### config.mk
export PLATFORM = sky130hd
export DESIGN_NAME = mempool_boot_ctrl
export DESIGN_NICKNAME = d
export VERILOG_FILES = /design/src/rtl/mempool_boot_ctrl.sv
export SDC_FILE = /design/constraint.sdc
export NUM_CORES = 1
export LEC_CHECK = 0
export CORE_MARGIN = 5
export CORE_UTILIZATION = 41
export CTS_BUF_LIST = sky130_fd_sc_hd__clkbuf_16
export CTS_CLUSTER_DIAMETER = 80
export CTS_CLUSTER_SIZE = 10
export DETAILED_ROUTE_END_ITERATION = 16
export GPL_TIMING_DRIVEN = 0
export PLACE_DENSITY_LB_ADDON = 0.25
export SYNTH_ARGS = -nofsm -noshare
export SYNTH_HDL_FRONTEND = slang
export SYNTH_SLANG_ARGS = --single-unit
### constraint.sdc
create_clock -name clk_i -period 9.9 [get_ports clk_i]
set_input_delay 1.98 -clock clk_i [delete_from_list [all_inputs] [get_ports clk_i]]
set_output_delay 1.98 -clock clk_i [all_outputs]
set_load 0.005 [all_outputs]
### src/rtl/mempool_boot_ctrl.sv
// Boot/run controller for a MemPool cluster: holds all cores in reset, releases them
// in a staggered order, then watches the busy flags until the cluster is idle or out of budget.
module mempool_boot_ctrl #(
    parameter int unsigned NumCores      = 16,
    parameter int unsigned AddrWidth     = 32,
    parameter int unsigned ResetCycles   = 5,
    parameter int unsigned StaggerCycles = 1,
    parameter int unsigned CntWidth      = 32
) (
    input  logic                 clk_i,
    input  logic                 rst_i,
    input  logic                 start_i,
    input  logic [AddrWidth-1:0] boot_addr_i,
    input  logic [CntWidth-1:0]  timeout_i,
    input  logic [NumCores-1:0]  core_busy_i,
    output logic [NumCores-1:0]  core_rst_no,
    output logic [NumCores-1:0]  fetch_en_o,
    output logic [AddrWidth-1:0] boot_addr_o,
    output logic                 done_o,
    output logic                 timeout_o,
    output logic [CntWidth-1:0]  cycle_cnt_o
);

    localparam int unsigned HoldW = (ResetCycles > 1) ? $clog2(ResetCycles) : 1;
    localparam int unsigned StagW = (StaggerCycles > 1) ? $clog2(StaggerCycles) : 1;
    localparam int unsigned IdxW  = (NumCores > 1) ? $clog2(NumCores) : 1;

    localparam logic [HoldW-1:0] HoldLast = HoldW'(ResetCycles - 1);
    localparam logic [StagW-1:0] StagLast = StagW'(StaggerCycles - 1);
    localparam logic [IdxW-1:0]  IdxLast  = IdxW'(NumCores - 1);

    typedef enum logic [2:0] {
        IDLE, HOLD, RELEASE, RUN, DONE, TIMEOUT
    } state_e;

    state_e               state, state_nxt;
    logic [HoldW-1:0]     hold_cnt, hold_cnt_nxt;
    logic [StagW-1:0]     stag_cnt, stag_cnt_nxt;
    logic [IdxW-1:0]      idx, idx_nxt;
    logic                 idle_seen, idle_seen_nxt;
    logic [CntWidth-1:0]  budget, budget_nxt;
    logic [NumCores-1:0]  core_rst_nxt, fetch_en_nxt;
    logic [AddrWidth-1:0] boot_addr_nxt;
    logic                 done_nxt, timeout_nxt;
    logic [CntWidth-1:0]  cycle_cnt_nxt, cnt_inc;
    logic [NumCores-1:0]  next_bit;
    logic                 all_idle;

    assign cnt_inc  = (cycle_cnt_o == '1) ? cycle_cnt_o : cycle_cnt_o + 1'b1;
    assign next_bit = NumCores'(1) << (idx + 1'b1);
    assign all_idle = (core_busy_i == '0);

    always_comb begin
        state_nxt     = state;
        hold_cnt_nxt  = hold_cnt;
        stag_cnt_nxt  = stag_cnt;
        idx_nxt       = idx;
        idle_seen_nxt = idle_seen;
        budget_nxt    = budget;
        core_rst_nxt  = core_rst_no;
        fetch_en_nxt  = fetch_en_o;
        boot_addr_nxt = boot_addr_o;
        done_nxt      = done_o;
        timeout_nxt   = timeout_o;
        cycle_cnt_nxt = cycle_cnt_o;

        case (state)
            IDLE, DONE, TIMEOUT: begin
                if (start_i) begin
                    state_nxt     = HOLD;
                    boot_addr_nxt = boot_addr_i;
                    budget_nxt    = timeout_i;
                    done_nxt      = 1'b0;
                    timeout_nxt   = 1'b0;
                    cycle_cnt_nxt = '0;
                    core_rst_nxt  = '0;
                    fetch_en_nxt  = '0;
                    hold_cnt_nxt  = '0;
                    idle_seen_nxt = 1'b0;
                end
            end
            HOLD: begin
                if (hold_cnt == HoldLast) begin
                    state_nxt       = RELEASE;
                    idx_nxt         = '0;
                    stag_cnt_nxt    = '0;
                    core_rst_nxt[0] = 1'b1;
                    fetch_en_nxt[0] = 1'b1;
                end else begin
                    hold_cnt_nxt = hold_cnt + 1'b1;
                end
            end
            RELEASE: begin
                // The last core was released on the previous edge; this cycle is the one after.
                if (idx == IdxLast) begin
                    state_nxt = RUN;
                end else if (stag_cnt == StagLast) begin
                    stag_cnt_nxt = '0;
                    idx_nxt      = idx + 1'b1;
                    core_rst_nxt = core_rst_no | next_bit;
                    fetch_en_nxt = fetch_en_o | next_bit;
                end else begin
                    stag_cnt_nxt = stag_cnt + 1'b1;
                end
            end
            RUN: begin
                cycle_cnt_nxt = cnt_inc;
                idle_seen_nxt = all_idle;
                // Idle completion is checked first so it wins a same-cycle budget expiry.
                if (all_idle && idle_seen) begin
                    state_nxt    = DONE;
                    done_nxt     = 1'b1;
                    fetch_en_nxt = '0;
                end else if (budget != '0 && cnt_inc == budget) begin
                    state_nxt    = TIMEOUT;
                    timeout_nxt  = 1'b1;
                    fetch_en_nxt = '0;
                end
            end
            default: state_nxt = IDLE;
        endcase
    end

    always_ff @(posedge clk_i or posedge rst_i) begin
        if (rst_i) begin
            state       <= IDLE;
            hold_cnt    <= '0;
            stag_cnt    <= '0;
            idx         <= '0;
            idle_seen   <= 1'b0;
            budget      <= '0;
            core_rst_no <= '0;
            fetch_en_o  <= '0;
            boot_addr_o <= '0;
            done_o      <= 1'b0;
            timeout_o   <= 1'b0;
            cycle_cnt_o <= '0;
        end else begin
            state       <= state_nxt;
            hold_cnt    <= hold_cnt_nxt;
            stag_cnt    <= stag_cnt_nxt;
            idx         <= idx_nxt;
            idle_seen   <= idle_seen_nxt;
            budget      <= budget_nxt;
            core_rst_no <= core_rst_nxt;
            fetch_en_o  <= fetch_en_nxt;
            boot_addr_o <= boot_addr_nxt;
            done_o      <= done_nxt;
            timeout_o   <= timeout_nxt;
            cycle_cnt_o <= cycle_cnt_nxt;
        end
    end

endmodule

==> reports/summary.txt <==
================================================================================
Run status ........................................................ finished clean
TNS Setup .........................................................         0 ns
Total of warnings raised by yosys .................................            0
Worst rel slew slack ..............................................        30.1%
Critical Setup Path Class ......................................... register to register
CP Buf/Inv Count ..................................................            2
Total track usage .................................................        26.7%
Top cell family by delay on the critical path ..................... simple AND/OR/NAND/NOR gates
Pin count of the biggest net entering global routing ..............           77
Count of cell instances traversed by the critical path ............           12
Worst-case reg-to-reg path depth ..................................           12
Critical Path Max Stage Delay .....................................      0.71 ns
Max-cap violations ................................................            0
Routed metal-1 wirelength .........................................      12.4 mm
Critical Path Fanout Max ..........................................           10
Clock latency reported for the late side of the worst-skew pair ...      0.43 ns
Number of placed instances with taps included .....................         1420
Cell count after synthesis ........................................          974
Ys async rst share ................................................         100%
Met3 wire length ..................................................      2.79 mm
Dominant register cell in the synthesized netlist ................. sky130_fd_sc_hd__dfrtp_1
Fraction of layout instances using a drive strength above 1 .......        6.07%
Number of antenna violations at the first check in global routing .            0
Most instantiated library cell after synthesis .................... sky130_fd_sc_hd__nand2_1
Data arrival time at the worst-slack endpoint .....................      4.93 ns
Top layer reached by signal wires .................................         met4
Max frequency .....................................................    0.217 GHz
Area share of the largest cell type after synthesis ...............        43.7%
End of the critical path .......................................... fetch_en_o[4]
Gpl congestion ....................................................         1.05
Initial Util ......................................................        41.6%
Total gr overflow .................................................            0
Critical Path Start ............................................... cycle_cnt_o[1]
R2R Setup Slk .....................................................      5.29 ns
Die outline height ................................................       150 um
Count of flip-flops with a built-in enable after synthesis ........            0
DRC viols .........................................................            0
Max VDD drop ......................................................   0.000137 V
Via density per instance ..........................................         5.72
Post-synth cell types .............................................           70
Level count of the clock H-tree ...................................            4
Width of the die ..................................................       150 um
Ranking of synthesized cells by instance count .................... 265 x sky130_fd_sc_hd__nand2_1, 141 x sky130_fd_sc_hd__dfrtp_1, 61 x sky130_fd_sc_hd__a21oi_1
CTS root buffer ................................................... sky130_fd_sc_hd__clkbuf_16
Routed WL per cell ................................................      20.7 um
Area enclosed by the die boundary .................................   0.0226 mm2
Wire length on met2 ...............................................      13.7 mm
Tcrit/Tclk final ..................................................        46.6%
TritonCTS buffer count ............................................           17
Area of the placeable core ........................................   0.0194 mm2
CTS Hold Bufs .....................................................            0
Clk pin slew, worst setup/hold paths ..............................      0.07 ns
CP required .......................................................     10.22 ns
Wire length of the first global-routing pass ......................      46.5 mm
Clock sink count ..................................................          141
Final Skew ........................................................    0.0170 ns
Leakage dissipation ...............................................      4.59 nW
TritonRoute pass-1 iters ..........................................            5
Drt first-iter violations .........................................          642
Final-report max-slew violation count .............................            0
Cell Pwr Density ..................................................   240 mW/mm2
Hold Violations, Final ............................................            0
Number of global-route vias before repair .........................         8124
Final cell count without fillers ..................................         1452
Syn_nets ..........................................................         1065
Crit start category ...............................................     register
Synth Cell Area ...................................................  0.00808 mm2
Master of the slowest instance on the critical path ............... sky130_fd_sc_hd__nor4_2
Final ANT Viol Nets ...............................................            0
Unrepaired setup endpoints after global routing ...................        false
Sequential-to-total area share from yosys stat ....................        43.7%
Mean post-synth cell area .........................................     8.29 um2
Wire length reported by the detailed router .......................      30.0 mm
Synthesis-to-layout area growth ...................................        34.2%
Number of resized instances in the post-cts repair step ...........            0
Buffer levels on the longest clock path ...........................            2
Setup violators final .............................................            0
Worst reg2reg path endpoint ....................................... fetch_en_o[4]
Biggest area contributors in the synthesized netlist .............. sky130_fd_sc_hd__dfrtp_1 44%, sky130_fd_sc_hd__nand2_1 12%, sky130_fd_sc_hd__a21oi_1 3.8%, sky130_fd_sc_hd__o21ai_0 3.3%, sky130_fd_sc_hd__xnor2_1 2.9%
Antenna Cells .....................................................            0
Post-layout minimum cycle time ....................................      4.61 ns
Final HPWL DP .....................................................      22.1 mm
Worst flop-to-flop path startpoint ................................ cycle_cnt_o[1]
Worst hold path class ............................................. register to register
Row count .........................................................           51
Final-stage net count .............................................         1265
Post-synthesis register bit count .................................          141
Buffer count from post-CTS setup fixing ...........................            0
TritonCTS clock tree ..............................................         done
Cell accounting for the most synthesized area ..................... sky130_fd_sc_hd__dfrtp_1
Total via count after detailed routing ............................         8312
I/O pins ..........................................................          181
Endpoint kind of the worst setup timing path ......................     register
Cell Chain, Critical Path ......................................... ha_1, nand3_1, nor4_2, o211ai_1, xnor2_1, a311o_1, a2111oi_0, nand4_1, o21a_1, buf_6, buf_6, o21a_1
Worst hold slack after final layout ...............................     0.476 ns
Count of buffers inserted at the top-level ports ..................          180
Slew @ Worst Pin ..................................................      1.05 ns
================================================================================
==> worst register-to-register path: stages (launching register included) <==
cell	delay, ns
sky130_fd_sc_hd__dfrtp_1	0.57
sky130_fd_sc_hd__ha_1	0.36
sky130_fd_sc_hd__nand3_1	0.30
sky130_fd_sc_hd__nor4_2	0.72
sky130_fd_sc_hd__o211ai_1	0.26
sky130_fd_sc_hd__xnor2_1	0.21
sky130_fd_sc_hd__a311o_1	0.33
sky130_fd_sc_hd__a2111oi_0	0.39
sky130_fd_sc_hd__nand4_1	0.53
sky130_fd_sc_hd__o21a_1	0.38
sky130_fd_sc_hd__buf_6	0.14
sky130_fd_sc_hd__buf_6	0.14
sky130_fd_sc_hd__o21a_1	0.17
==> through the flow <==
stage          worst slack (ns)  cell area, um2  total power [mW]  utilization (%)
3_5_place_dp               5.04           10200              1.93             52.8
4_1_cts                    5.43           10800              2.60             55.9
5_1_grt                    5.07           10800              2.76             55.9
6_report                   5.29           10800              2.60             55.9
3_3_place_gp               2.09           10200              1.91             52.6
2_1_floorplan              4.14            8080              1.44                -
==> area by class of cell <==
cell class / instances / area, um2
plain buffers: 60 / 272
clock buffers: 17 / 425
clock inverters: 15 / 168
fillers: 1836 / 8560
inverters: 21 / 83.8
multi-input cells: 752 / 4200
flip-flops and latches: 141 / 3530
well taps: 265 / 332
repair buffers: 181 / 1830
==> power by group <==
group / switching [mW] / total, mW / internal, mW
logic: 0.590 / 1.03 / 0.439
registers: 0.163 / 0.906 / 0.743
clock network: 0.303 / 0.663 / 0.360
total: 1.06 / 2.60 / 1.54
==> cells by family (layout without fill, tap and decap cells) <==
logic type      after synthesis  in the layout  share of synthesized area, %
buf+inv                      81            294                          4.34
fa+ha+maj                     8              8                          1.24
mux                           2              2                         0.248
xor+xnor                     42             42                          4.55
flops                       141            141                          43.7
compound gates              221            221                          17.6
simple gates                479            479                          28.4
==> sequential cells by signal, indices dropped and copies added, names as in the netlist <==
register,count
cycle_cnt_o,32
fetch_en_o,16
hold_cnt,3
timeout_o,1
done_o,1
core_rst_no,16
state,3
idx,4
budget,32
boot_addr_o,32
idle_seen,1
==> worst min path at each step <==
stage	start	endpoint	slack (ns)	cells past startpoint
after floorplan	idle_seen	idle_seen	0.45	2
after global placement	boot_addr_o[11]	boot_addr_o[11]	0.46	2
after detailed placement	boot_addr_o[27]	boot_addr_o[27]	0.46	2
after CTS	boot_addr_o[27]	boot_addr_o[27]	0.48	2
after global routing	boot_addr_o[16]	boot_addr_o[16]	0.50	2
final	boot_addr_o[17]	boot_addr_o[17]	0.48	2
==> placed cells by master, fill, tap and decap left out, types with 17 or more instances in the layout <==
master | synthesis | final
sky130_fd_sc_hd__nor2_1 | 56 | 56
sky130_fd_sc_hd__o31ai_1 | 28 | 28
sky130_fd_sc_hd__xnor2_1 | 27 | 27
sky130_fd_sc_hd__nand4_1 | 24 | 24
sky130_fd_sc_hd__clkbuf_16 | 0 | 17
sky130_fd_sc_hd__inv_1 | 21 | 20
sky130_fd_sc_hd__buf_2 | 18 | 18
sky130_fd_sc_hd__o21a_1 | 17 | 17
sky130_fd_sc_hd__dfrtp_1 | 141 | 141
sky130_fd_sc_hd__a21oi_1 | 61 | 61
sky130_fd_sc_hd__nand2_1 | 265 | 265
sky130_fd_sc_hd__clkdlybuf4s50_1 | 0 | 180
sky130_fd_sc_hd__clkbuf_1 | 36 | 36
sky130_fd_sc_hd__nand3_1 | 24 | 24
sky130_fd_sc_hd__nor4_1 | 18 | 18
sky130_fd_sc_hd__o21ai_0 | 54 | 54
==> per-layer routing <==
metal	vias to the layer above	global-route usage, %
met5	-	0
met1	3987	35.1
met2	400	41.8
met3	83	8.10
li1	3842	-
met4	0	9.42
Power figures use the tool's default switching activity.
